`config.mk`:
```
export PLATFORM = sky130hd
export DESIGN_NAME = ckn_ad_buf
export DESIGN_NICKNAME = d
export VERILOG_FILES = /design/src/rtl/ckn_ad_buf.sv
export SDC_FILE = /design/constraint.sdc
export NUM_CORES = 1
export LEC_CHECK = 0
export ABC_AREA = 1
export CORE_AREA = 2 2 224 226
export DETAILED_ROUTE_END_ITERATION = 10
export DIE_AREA = 0 0 226 228
export SLEW_MARGIN = 20
export SYNTH_ARGS = -nofsm -noshare
export SYNTH_HDL_FRONTEND = slang
export SYNTH_SLANG_ARGS = --single-unit
```
`constraint.sdc`:
```
create_clock -name iClk -period 3.4 [get_ports iClk]
set_input_delay 0.68 -clock iClk [delete_from_list [all_inputs] [get_ports iClk]]
set_output_delay 0.68 -clock iClk [all_outputs]
set_load 0.03 [all_outputs]
```
`src/rtl/ckn_ad_buf.sv`:
```
// ckn_ad_buf: show-ahead FIFO of {last, data[31:0]} entries between the DMA
// read path and the write-request stage. Tracks occupancy, complete-packet
// count and sticky overflow/underflow flags.
// Optional build macro CKN_AD_BUF_STATS_EN adds free-running push/pop counters.
module ckn_ad_buf #(
    parameter int DEPTH    = 16,
    parameter int AFULL_TH = DEPTH - 2
) (
    input  logic                   iClk,
    input  logic                   iRstn,
    input  logic                   flush_i,
    input  logic                   push_i,
    input  logic [31:0]            push_data_i,
    input  logic                   push_last_i,
    input  logic                   ckn_ad_fetch_i,
    output logic                   ckn_ad_avail_o,
    output logic [32:0]            ckn_data_o,
    output logic                   full_o,
    output logic                   afull_o,
    output logic [$clog2(DEPTH):0] level_o,
    output logic [$clog2(DEPTH):0] pkt_cnt_o,
`ifdef CKN_AD_BUF_STATS_EN
    output logic [31:0]            push_cnt_o,
    output logic [31:0]            pop_cnt_o,
`endif
    output logic                   ovf_err_o,
    output logic                   udf_err_o
);

    localparam int AW = $clog2(DEPTH);
    localparam int PW = AW + 1;
    localparam logic [PW-1:0] AFULL_LV = PW'(AFULL_TH);

    logic [32:0]   mem [DEPTH];
    logic [PW-1:0] wr_ptr, rd_ptr, wr_nxt, rd_nxt, lvl_nxt, pkt_nxt;
    logic          push_acc, pop, head_last;

    // Accept/pop qualification; fetch on empty never pops, push into full
    // only lands when the head is leaving in the same cycle.
    always_comb begin
        push_acc  = push_i && (!full_o || ckn_ad_fetch_i);
        pop       = ckn_ad_fetch_i && ckn_ad_avail_o;
        head_last = ckn_data_o[32];
        wr_nxt    = wr_ptr + PW'(push_acc);
        rd_nxt    = rd_ptr + PW'(pop);
        lvl_nxt   = wr_nxt - rd_nxt;
        pkt_nxt   = pkt_cnt_o;
        case ({push_acc && push_last_i, pop && head_last})
            2'b10:   pkt_nxt = pkt_cnt_o + PW'(1);
            2'b01:   pkt_nxt = pkt_cnt_o - PW'(1);
            default: pkt_nxt = pkt_cnt_o;
        endcase
    end

    // Storage write; contents are intentionally left unreset.
    always_ff @(posedge iClk) begin
        if (push_acc && !flush_i)
            mem[wr_ptr[AW-1:0]] <= {push_last_i, push_data_i};
    end

    // Pointers, occupancy flags, packet count and sticky errors.
    always_ff @(posedge iClk or negedge iRstn) begin
        if (!iRstn) begin
            wr_ptr         <= '0;
            rd_ptr         <= '0;
            level_o        <= '0;
            pkt_cnt_o      <= '0;
            ckn_ad_avail_o <= 1'b0;
            full_o         <= 1'b0;
            afull_o        <= 1'b0;
            ovf_err_o      <= 1'b0;
            udf_err_o      <= 1'b0;
        end else if (flush_i) begin
            wr_ptr         <= '0;
            rd_ptr         <= '0;
            level_o        <= '0;
            pkt_cnt_o      <= '0;
            ckn_ad_avail_o <= 1'b0;
            full_o         <= 1'b0;
            afull_o        <= 1'b0;
            ovf_err_o      <= 1'b0;
            udf_err_o      <= 1'b0;
        end else begin
            wr_ptr         <= wr_nxt;
            rd_ptr         <= rd_nxt;
            level_o        <= lvl_nxt;
            pkt_cnt_o      <= pkt_nxt;
            ckn_ad_avail_o <= (wr_nxt != rd_nxt);
            full_o         <= (wr_nxt[AW] != rd_nxt[AW]) &&
                              (wr_nxt[AW-1:0] == rd_nxt[AW-1:0]);
            afull_o        <= (lvl_nxt >= AFULL_LV);
            if (push_i && full_o && !ckn_ad_fetch_i)
                ovf_err_o <= 1'b1;
            if (ckn_ad_fetch_i && !ckn_ad_avail_o)
                udf_err_o <= 1'b1;
        end
    end

    // Show-ahead head: raw memory read at the registered read pointer, zero when empty.
    always_comb begin
        ckn_data_o = ckn_ad_avail_o ? mem[rd_ptr[AW-1:0]] : 33'd0;
    end

`ifdef CKN_AD_BUF_STATS_EN
    // Free-running accepted push/pop counters, wrapping at 2^32.
    always_ff @(posedge iClk or negedge iRstn) begin
        if (!iRstn) begin
            push_cnt_o <= '0;
            pop_cnt_o  <= '0;
        end else if (flush_i) begin
            push_cnt_o <= '0;
            pop_cnt_o  <= '0;
        end else begin
            push_cnt_o <= push_cnt_o + 32'(push_acc);
            pop_cnt_o  <= pop_cnt_o + 32'(pop);
        end
    end
`endif

endmodule

```
=== After elaboration in Yosys (flattened, before gate mapping) ===
Memories as Yosys holds them, arrays and structs flattened.
Cells that the tools add are included.

* $add $sub $neg: 5
* Magnitude comparators: 1
* Eq/ne operators: 5
* Mux-type cells: 15
* Reductions and logical operators: 17

{| class="wikitable"
|+ Operators with widths
! operator !! number
|-
| $mux W33 || 1
|-
| $mux W5 || 4
|-
| $add A5 B1 Y5 || 2
|-
| $pmux W5 S2 || 1
|-
| $logic_and A1 B1 Y1 || 9
|-
| $mux W1 || 9
|-
| $add A5 B1 Y5 const B || 1
|-
| $ge A5 B4 Y1 const B || 1
|-
| $ne A5 B5 Y1 || 1
|-
| $sub A5 B1 Y5 const B || 1
|-
| $sub A5 B5 Y5 || 1
|-
| $eq A4 B4 Y1 || 1
|-
| $logic_not A1 Y1 || 4
|-
| $reduce_bool A2 Y1 || 2
|-
| $reduce_bool A3 Y1 || 1
|-
| $eq A2 B1 Y1 const B || 1
|-
| $eq A2 B2 Y1 const B || 1
|-
| $logic_or A1 B1 Y1 || 1
|-
| $ne A1 B1 Y1 || 1
|}

* Flip-flop bits (word level): 25
* Memory bits (writable): 528
* Input port bits: 38
* Output and inout bits: 48
* Word-level logic and storage cells: 53
* Memories: 1

{| class="wikitable"
|+ Memory list
! memory !! depth !! width !! read ports !! clocked after Yosys merged registers in !! wr ports !! line !! text
|-
| mem || 16 || 33 || 1 || 0 || 1 || 34 || <nowiki>logic [32:0] mem [DEPTH];</nowiki>
|}

=== Longest topological paths before layout ===
Gate-level depths: netlist of the first run.

* Depth in word-level cells: 7
* Depth in mapped cells: 16
* Mapped depth without buffers: 16

=== Worst setup path before layout of the first run ===
OpenSTA, ideal clock, no wires.

* Kind: input to register
* Start point: in ckn_ad_fetch_i
* End point: mem mem[0][0] (enable)
* Setup time: 0.423 ns
* Arrival time: 2.557 ns
* Required time: 2.977 ns
* Path slack: 0.420 ns
* Stages on the path: 6
* Path buffers: 0
* Cell sequence: inv_1 -> nand2_1 -> nand2_1 -> nor2_1 -> nand3_1 -> nor2_1

* Cells in the longest elaborated chain, start to end: 5

{| class="wikitable"
|+ RTL lines
! item !! line !! text
|-
| start: declaration || 15 || <nowiki>input logic ckn_ad_fetch_i,</nowiki>
|-
| $logic_or A1 B1 Y1 || 41 || <nowiki>push_acc = push_i && (!full_o || ckn_ad_fetch_i);</nowiki>
|-
| $logic_and A1 B1 Y1 || 41 ||
|-
| $logic_and A1 B1 Y1 || 57 || <nowiki>if (push_acc && !flush_i)</nowiki>
|-
| $mux W1 || 57 ||
|-
| $mux W1 (not written as such) || 58 || <nowiki>mem[wr_ptr[AW-1:0]] <= {push_last_i, push_data_i};</nowiki>
|-
| end: declaration || 34 ||
|}

No other way between the ends.

=== Final worst setup path of the first run ===
* Start point: reg rd_ptr[0]
* End point: out ckn_data_o[32]

* Cells in the longest elaborated chain, start to end: 2

{| class="wikitable"
|+ RTL lines
! item !! line !! text
|-
| start: declaration || 35 || <nowiki>logic [PW-1:0] wr_ptr, rd_ptr, wr_nxt, rd_nxt, lvl_nxt, pkt_nxt;</nowiki>
|-
| start signal: assignment || 85 || <nowiki>rd_ptr <= rd_nxt;</nowiki>
|-
| $mem_v2 Z16 W33 || n/a ||
|-
| $mux W33 || 101 || <nowiki>ckn_data_o = ckn_ad_avail_o ? mem[rd_ptr[AW-1:0]] : 33'd0;</nowiki>
|-
| end: declaration || 17 || <nowiki>output logic [32:0] ckn_data_o,</nowiki>
|}

No other way between the ends.

==> results_dict.tcl, run 1 <==
set metrics [dict create \
    outcome "completed" \
    comb_power_share_pct 13.5 \
    synthCells 1606 \
    period_minus_slack_ps 3339 \
    skew_ps 14.65 \
    wl_met1_um 25120 \
    r2r_cells 15 \
    avgSynthCellArea_sq_um 13.62 \
    yosysWarnings 0 \
    drt-pass1-iter-count 5 \
    dieHeight_um 228 \
    fp-row-count 82 \
    gr-total-overflow 0 \
    sw_frac_of_total_pct 24.79 \
    ys_seq_area_share_pct 75.33 \
    end_kind "output pin" \
    grt_max_degree 108 \
    final_layout_size_suffix_gt1_share_pct 12.95 \
    hold_viol_final 0 \
    top_layer "met4" \
    max_stage_delay_ps 580 \
    syn-num-nets 1657 \
    netlist_area_sq_um 21880 \
    track_usage_pct 22.10 \
    netlist.area_leader.share_pct 72.47 \
    slew_viol_final 0 \
    hold_depth 2 \
    p_leak_uw 0.008683 \
    ys_types 31 \
    power_frac_seq_pct 48.1 \
    post-route-period-util_pct 98.19 \
    tightest_slew_ps 969.4 \
    wl_met2_um 26510 \
    grt_pass1_wl_um 85080 \
    ir_drop_mv 0.3624 \
    r2r_slack_ps 360 \
    power_frac_clock_pct 38.4 \
    drc 0 \
    drt_iter0_markers 1456 \
    setup_slack_ps 61.42 \
    yosysTopAreaCell "edfxtp_1" \
    cts_tree "done" \
    layout.cells.non_filler 2425 \
    post-place-ws_ps 295.1 \
    io_buffers 85 \
    path_common_cell "nand3_1" \
    start_util_pct 44.33 \
    path_clk_slew_ps 60 \
    antenna_cells 0 \
    routedWlPerCell_um 23.59 \
    final_cell_mix "528 x edfxtp_1, 278 x nor2_1, 250 x o21ai_0, 90 x o221ai_1, 58 x clkbuf_16" \
    power_switching_uw 3914 \
    grt_pass1_vias 13750 \
    gp_congestion 0.8056 \
    cap_violations 0 \
    critPathArrivalTime_ps 2660 \
    met3_length_um 4296 \
    htree_num_levels 2 \
    cts_made_buffers 56 \
    clockBufferDepth 3 \
    finalPower_uw 15790 \
    critPathTopFamily "buffers and inverters" \
    die_width_um 226 \
    cts-root-buf "clkbuf_16" \
    cp_cell_sequence "buf_16 -> bufbuf_16 -> nand2_1 -> nand3_1 -> nand3_1 -> nand3_2 -> a21oi_2 -> buf_4" \
    dp_hpwl_um 28970 \
    cts_sinks 553 \
    p_int_uw 11870 \
    core_region_area_sq_um 49350 \
    area_growth_pct 20.27 \
    worstPathRequired_ps 2720 \
    ios 86 \
    ys_top_cells_by_area "edfxtp_1 72%, o21ai_0 5.7%, nor2_1 5.0%" \
    rsz0062_at_grt "true" \
    cp-start-kind "flip-flop" \
    max_freq_mhz 299.5 \
    routed_wl_um 57220 \
    num_vias 14080 \
    clock_latency_ps 610 \
    via_per_inst 5.805 \
    cp_max_fo 37 \
    final_common_cell "edfxtp_1" \
    antenna_found_initial 0 \
    placed_cells 2315 \
    timing.rr.start "rd_ptr[0]$_DFF_PN0_" \
    endpoint "ckn_data_o[32]" \
    hp-class "reg2reg" \
    antenna_left 0 \
    fin_nets 1761 \
    power.density_nw_per_um2 600.0 \
    ys_ff_latch 553 \
    startpoint "rd_ptr[0]$_DFF_PN0_" \
    path_depth 8 \
    crit_buf_inv 3 \
    setup_viol 0 \
    dieArea_sq_um 51530 \
    critical_path.slowest_cell "dfrtp_4" \
    max_slew_margin_pct 35.17 \
    crit_type "reg2out" \
    r2r-end "pkt_cnt_o[4]$_DFFE_PN0P_" \
]
logic make-up after synthesis:
| kind of cell | share of synthesized area [%] |
|---|---|
| AND/OR/NAND/NOR | 7.292 |
| buffers and inverters | 3.071 |
| XOR/XNOR | 0.6005 |
| adder cells (fa/ha/maj) | 0.8121 |
| AO/OA/AOI/OAI | 12.90 |
| flip-flops | 75.33 |
worst min path at each step:
stage | slack, ps | to | start
after floorplan | 380 | afull_o$_DFF_PN0_ | iRstn
after global placement | 490 | ovf_err_o$_DFFE_PN0P_ | ovf_err_o$_DFFE_PN0P_
after detailed placement | 490 | ovf_err_o$_DFFE_PN0P_ | ovf_err_o$_DFFE_PN0P_
after CTS | 520 | ovf_err_o$_DFFE_PN0P_ | ovf_err_o$_DFFE_PN0P_
after global routing | 530 | ovf_err_o$_DFFE_PN0P_ | ovf_err_o$_DFFE_PN0P_
final | 510 | ovf_err_o$_DFFE_PN0P_ | ovf_err_o$_DFFE_PN0P_
routing by layer:
metal	global-route usage, %	up-vias
li1	-	6280
met1	32.57	7128
met2	33.92	578
met3	3.233	92
met4	7.119	0
met5	0	-
power by group through the flow:
stage	Sequential, uW	Clock, uW	Combinational, uW
after floorplan	7760	0	1060
after global placement	7720	0	1940
after detailed placement	7720	0	1970
after CTS	7580	6170	2080
after global routing	7590	6400	2290
final	7590	6070	2130
state kept, by name (all words and copies together) (netlist names):
signal	cells
afull_o	1
wr_ptr	5
ckn_ad_avail_o	1
udf_err_o	1
level_o	5
pkt_cnt_o	5
mem	528
full_o	1
rd_ptr	5
ovf_err_o	1
through the flow:
stage,instance area (sq um),TNS [ps],util [%],hold slack [ps]
finish,26310,0,53.32,513.4
global route,26310,-63.18,53.32,534.1
CTS,26200,0,53.09,518.6
detailed placement,24150,0,48.94,486.4
global placement,24150,0,48.94,494.4
floorplan,21880,0,-,384.4
cell type report:
cell class | count | area (sq um)
Multi-Input combinational cell | 894 | 4913
Inverter | 46 | 211.5
Fill cell | 4020 | 23040
Timing Repair Buffer | 159 | 2069
Sequential cell | 553 | 16490
Clock inverter | 31 | 330.3
Clock buffer | 70 | 1454
Tap cell | 672 | 840.8
worst reg2reg max path, delay by kind of cell, from the launching register on:
family	cells	cell delay, ps
compound gates	2	380
simple gates	9	940
fa+ha+maj	1	320
buf+inv	3	730
flops	1	570
synth_stat cells, drive strengths merged:
library cell,n
o221ai,90
o211ai,38
o22ai,38
clkinv,1
xnor2,6
a31oi,2
nor2,294
inv,45
a21oi,37
nand3,52
dfrtp,25
o21ai,260
nor3,1
nand2,51
fa,2
clkbuf,76
buf,37
xor2,9
nand4,2
ha,11
a21o,1
edfxtp,528
repair_timing:
action	4_1_cts	5_1_grt
setup buffers	0	2
hold buffers	0	0
gates resized for setup	28	12
pin swaps	0	2
setup endpoints to repair	28	25
cloned	5	2
Power figures use the tool's default switching activity.
==> run 2, diff against run 1 <==
--- a/config.mk
+++ b/config.mk
@@ -6,9 +6,11 @@
 export NUM_CORES = 1
 export LEC_CHECK = 0
 export ABC_AREA = 1
-export CORE_AREA = 2 2 224 226
+export CORE_AREA = 2 2 194 196
 export DETAILED_ROUTE_END_ITERATION = 10
-export DIE_AREA = 0 0 226 228
+export DIE_AREA = 0 0 196 198
+export PLACE_DENSITY = 0.78
+export SETUP_SLACK_MARGIN = 0.2
 export SLEW_MARGIN = 20
 export SYNTH_ARGS = -nofsm -noshare
 export SYNTH_HDL_FRONTEND = slang
==> run 2 against run 1 <==
Effect of this change:
- clock-buffer cell count decreased by 4
- power grew 0.44%
- worst setup slack got worse by 15 ps
- highest routed layer is now met5
- combinational power up 16%
- die area fell by 25%
- maximum frequency down 0.46%
- clock skew up 3.1 ps
- cell area increased by 0.63%
- wire length is 2.9% higher
- sequential power about the same
- final cell count shrank 6.6%
==> results_dict.tcl, run 2 (synthesis gave the netlist of run 1 again) <==
set metrics [dict create \
    cts_sinks 553 \
    totalNegativeSetupSlack_ps 0 \
    ios 86 \
    holdWs_ps 446.5 \
    cts-root-buf "clkbuf_16" \
    final_common_cell "edfxtp_1" \
    routed_wl_um 58890 \
    max_slew_margin_pct 55.76 \
    end_kind "output pin" \
    drt_iter0_markers 1923 \
    fp-row-count 71 \
    skew_ps 17.79 \
    num_vias 14940 \
    path_clk_slew_ps 60 \
    core_region_area_sq_um 36960 \
    slew_viol_final 0 \
    crit_type "reg2out" \
    ir_drop_mv 0.4913 \
    dieHeight_um 198 \
    fin_nets 1797 \
    dpl-instance-area_sq_um 23760 \
    p_leak_uw 0.008900 \
    hp-class "in2async" \
    routedWlPerCell_um 26.01 \
    die_width_um 196 \
    critical_path.slowest_cell "dfrtp_4" \
    fin_area_sq_um 26480 \
    antenna_left 0 \
    gp_congestion 0.8151 \
    cp-start-kind "flip-flop" \
    dieArea_sq_um 38810 \
    hold_viol_final 0 \
    worstPathRequired_ps 2720 \
    gr-total-overflow 0 \
    area_growth_pct 21.03 \
    antenna_found_initial 2 \
    clockBufferDepth 3 \
    drc 0 \
    final_cell_mix "528 x edfxtp_1, 278 x nor2_1, 233 x o21ai_0, 87 x o221ai_1, 70 x buf_4" \
    cp_cell_sequence "inv_12 -> buf_16 -> buf_6 -> o21ai_0 -> o221ai_1 -> o211ai_1 -> a21oi_2 -> buf_4 -> buf_12" \
    cts_made_buffers 53 \
    track_usage_pct 29.41 \
    largest_register_ffs 528 \
    max_freq_mhz 298.2 \
    drt-pass1-iter-count 5 \
    htree_num_levels 2 \
    grt_pass1_vias 14840 \
    outcome "completed" \
    tightest_slew_ps 663.6 \
    clock_latency_ps 600 \
    post-route-period-util_pct 98.64 \
    final_layout_size_suffix_gt1_share_pct 15.43 \
    max_stage_delay_ps 600 \
    cts_tree "done" \
    critPathArrivalTime_ps 2670 \
    power.density_nw_per_um2 598.8 \
    rsz0062_at_grt "true" \
    start_util_pct 59.20 \
    setup_viol 0 \
    n_fill_cell 2213 \
    grt_pass1_wl_um 84700 \
    cp_max_fo 13 \
    dp_hpwl_um 29030 \
    period_minus_slack_ps 3354 \
    io_buffers 85 \
    grt_max_degree 66 \
    via_per_inst 6.597 \
    cap_violations 0 \
]
==> run 2: cell count changes in the layout (fill, tap and decap cells not counted), sizes merged <==
cell         delta
bufbuf          -2
inv             +2
clkbuf          +5
bufinv          -1
dlygate4sd2     -4
clkinvlp        +2
diode           +1
clkinv          -1
buf            +35
==> run 2: worst max-delay path, delay by kind of cell, from the launching register on <==
kind / cells / cell delay [ps]
DFF: 1 / 600
buffers and inverters: 5 / 750
AOI/OAI and AO/OA: 4 / 730
==> run 2: metal layers <==
layer	global-route usage, %	share of wire [%]	vias to the layer above
li1	-	-	6354
met1	38.95	37	7267
met2	47.09	47	1101
met3	6.404	12	212
met4	13.89	4.0	2
met5	0	0.019	-
==> run 2: repair_timing <==
item / CTS / global route
pin swaps: 7 / 41
setup buffers: 11 / 9
hold buffers: 0 / 0
cloned: 9 / 12
endpoints found under the setup margin: 33 / 33
gates resized for setup: 46 / 67
==> run 2: cell type report <==
type / instances / area (sq um) / share of cell area, %
tap: 474 / 593.1 / 2.240
timing repair inverter: 1 / 8.758 / 0.03308
clock buffer: 66 / 1375 / 5.193
multi-input combinational: 894 / 4962 / 18.74
timing repair buffer: 197 / 2532 / 9.564
clock inverter: 32 / 312.8 / 1.181
inverter: 46 / 198.9 / 0.7513
antenna: 1 / 2.502 / 0.009450
sequential: 553 / 16490 / 62.29
==> run 2: report_power, final <==
group / internal, uW / leakage [uW] / switching [uW]
clock network: 3320 / 0.000824 / 2480
registers: 7540 / 0.00509 / 51.9
logic: 991 / 0.00299 / 1480
total: 11900 / 0.00890 / 4000
==> run 2: worst paths after layout <==
check	startpoint	end	slack, ps	depth (start not counted)
min in group iClk	udf_err_o$_DFFE_PN0P_	udf_err_o$_DFFE_PN0P_	520	2
hold / removal	iRstn	level_o[0]$_DFF_PN0_	450	1
hold reg to reg	udf_err_o$_DFFE_PN0P_	udf_err_o$_DFFE_PN0P_	520	2
max in group asynchronous	iRstn	rd_ptr[0]$_DFF_PN0_	2330	2
setup / recovery	rd_ptr[0]$_DFF_PN0_	ckn_data_o[30]	50	9
setup reg to reg	rd_ptr[0]$_DFF_PN0_	pkt_cnt_o[4]$_DFFE_PN0P_	430	16
==> run 2: through the flow <==
step / cells / setup slack (ps) / power (uW) / utilization, %
floorplan: 1606 / 420.0 / 8816 / -
global route: 2263 / 10.84 / 16270 / 71.64
detailed placement: 2124 / 254.4 / 9626 / 64.30
global placement: 2124 / 319.7 / 9572 / 64.30
finish: 2264 / 46.16 / 15860 / 71.65
CTS: 2242 / 126.1 / 15580 / 70.26
==> run 3, diff against run 2 <==
--- a/config.mk
+++ b/config.mk
@@ -6,11 +6,11 @@
 export NUM_CORES = 1
 export LEC_CHECK = 0
 export ABC_AREA = 1
-export CORE_AREA = 2 2 194 196
+export CORE_AREA = 2 2 190 192
 export DETAILED_ROUTE_END_ITERATION = 10
-export DIE_AREA = 0 0 196 198
+export DIE_AREA = 0 0 192 194
+export DONT_BUFFER_PORTS = 1
 export PLACE_DENSITY = 0.78
-export SETUP_SLACK_MARGIN = 0.2
 export SLEW_MARGIN = 20
 export SYNTH_ARGS = -nofsm -noshare
 export SYNTH_HDL_FRONTEND = slang
==> run 3 against run 2 <==
Effect of this change:
- wire length fell by 11%
- sequential cell count did not move
- sequential power up 0.7%
- via count decreased by 6.1%
- power fell by 7.3%
- maximum frequency increased by 0.75%
- worst setup slack gained 25 ps
==> results_dict.tcl, run 3 (synthesis gave the netlist of run 1 again) <==
set metrics [dict create \
    via_per_inst 6.588 \
    cts_tree "done" \
    routedWlPerCell_um 24.66 \
    outcome "completed" \
    drc 0 \
    crit_type "reg2out" \
    utilization_pct 69.96 \
    gr-usage-met2_pct 45.31 \
    hold_viol_final 0 \
    fp-row-count 69 \
    drt_iter0_markers 1663 \
    max_slew_margin_pct 47.20 \
    n_fill_cell 2214 \
    dieHeight_um 194 \
    area_growth_pct 12.63 \
    tightest_slew_ps 787.1 \
    top_usage_layer "met2" \
    grt.met1_usage_pct 38.94 \
    dp_hpwl_um 26660 \
    setup_slack_ps 71.05 \
    post-place-ws_ps 456.2 \
    finalPower_uw 14700 \
    io_buffers 0 \
    grt_max_degree 104 \
    crit_buf_inv 3 \
    track_usage_pct 28.35 \
    cp_cell_sequence "clkinv_2 -> buf_16 -> o21ai_0 -> o22ai_1 -> o211ai_1 -> a21oi_1 -> buf_4" \
    antenna_found_initial 0 \
    max_freq_mhz 300.4 \
    cp_max_fo 71 \
    hp-class "in2reg" \
    multi_input_area_sq_um 4868 \
    grt_pass1_wl_um 79550 \
    critPathArrivalTime_ps 2650 \
    htree_num_levels 2 \
    start_util_pct 62.11 \
    gp_congestion 0.7735 \
    cp-start-kind "flip-flop" \
    clock_latency_ps 590 \
    met3_usage_pct 5.683 \
    post-route-period-util_pct 97.91 \
    gr-total-overflow 0 \
    clockBufferDepth 3 \
    critical_path.slowest_cell "dfrtp_4" \
    critPathTopFamily "compound AO/OA/AOI/OAI gates" \
    placed_cells 2035 \
    setup_viol 0 \
    final_layout_size_suffix_gt1_share_pct 11.04 \
    final_cell_mix "528 x edfxtp_1, 278 x nor2_1, 250 x o21ai_0, 90 x o221ai_1, 65 x buf_4" \
    ios 86 \
    grt_pass1_vias 14090 \
    layout.cells.non_filler 2129 \
    p_leak_uw 0.008119 \
    num_vias 14030 \
    period_minus_slack_ps 3329 \
    cap_violations 0 \
    die_width_um 192 \
    routed_wl_um 52500 \
    worstPathRequired_ps 2720 \
    power.density_nw_per_um2 596.6 \
    end_kind "output pin" \
    fin_nets 1685 \
    path_clk_slew_ps 60 \
    antenna_left 0 \
    cts-root-buf "clkbuf_16" \
    skew_ps 30.05 \
    dieArea_sq_um 37250 \
    max_stage_delay_ps 610 \
    core_region_area_sq_um 35220 \
    regArea_sq_um 16490 \
    drt-pass1-iter-count 5 \
    cts_made_buffers 53 \
    final_common_cell "edfxtp_1" \
    ir_drop_mv 0.5119 \
    cts_sinks 553 \
    largest_register_ffs 528 \
    slew_viol_final 0 \
]
-- run 3: changes by cell type in the layout (fill, tap and decap cells not counted), sizes merged --
cell	change
clkdlybuf4s50	-52
buf	-50
clkbuf	-14
inv	-5
bufinv	-3
clkinv	+3
bufbuf	-1
clkinvlp	-1
dlygate4sd3	+1
-- run 3: worst paths after layout --
check | cells after the start | start | slack (ps) | to
worst min-delay path | 1 | flush_i | 180 | udf_err_o$_DFFE_PN0P_
max in group asynchronous | 2 | iRstn | 2690 | rd_ptr[1]$_DFF_PN0_
worst max register to register | 14 | rd_ptr[0]$_DFF_PN0_ | 480 | pkt_cnt_o[4]$_DFFE_PN0P_
worst min register to register | 2 | rd_ptr[4]$_DFF_PN0_ | 540 | rd_ptr[4]$_DFF_PN0_
worst max-delay path | 7 | rd_ptr[1]$_DFF_PN0_ | 70 | ckn_data_o[26]
min in group asynchronous | 2 | iRstn | 530 | pkt_cnt_o[2]$_DFFE_PN0P_
-- run 3: routing by layer --
layer / routed length [um] / up-vias
met5: 0 / -
met4: 1439 / 0
met2: 25350 / 892
met1: 20020 / 6902
met3: 5682 / 125
li1: - / 6107
-- run 3: what timing repair did --
item                                    in CTS  in global routing
endpoints found under the setup margin       5                  9
resized for setup                            3                 11
pin swaps                                    0                  0
hold buffers                                 2                  0
setup buffers                                0                  0
gates cloned                                 1                  2
endpoints found under the hold margin       25                  0
-- run 3: final cells by class --
| type | instances | share of cell area [%] |
|---|---|---|
| inverters | 46 | 0.7566 |
| clock buffers | 61 | 5.591 |
| well taps | 461 | 2.341 |
| clock inverters | 27 | 0.8226 |
| multi-input cells | 894 | 19.76 |
| flip-flops and latches | 553 | 66.93 |
| diodes | 1 | 0.01016 |
| repair buffers | 86 | 3.788 |
-- run 3: report_power, final --
| group | leakage, uW | internal, uW | switching (uW) |
|---|---|---|---|
| Sequential | 0.00509 | 7540 | 98.3 |
| Combinational | 0.00226 | 507 | 1110 |
| Clock | 0.000769 | 3090 | 2350 |
| Total | 0.00812 | 11100 | 3570 |
-- run 3: stage by stage --
step | hold WS (ps) | TNS, ps | area (sq um)
finish | 177.2 | 0 | 24640
floorplan | 384.4 | 0 | 21880
global route | 156.7 | -104.7 | 24640
CTS | 154.0 | 0 | 24540
detailed placement | 385.0 | 0 | 22880
global placement | 385.0 | 0 | 22880
-- run 3: worst register-to-register path, cell delays in order, from the launching register on --
cell       delay, ps
dfrtp_4          530
bufbuf_16        540
nand2_1          120
nand3_1          100
nand3_1           90
nand3_2          130
nand2_2          130
nand3_2          150
inv_1            100
ha_1             330
a21o_1           190
a31oi_1          180
nand3_1          100
nand3_1           90
nand2_1           50
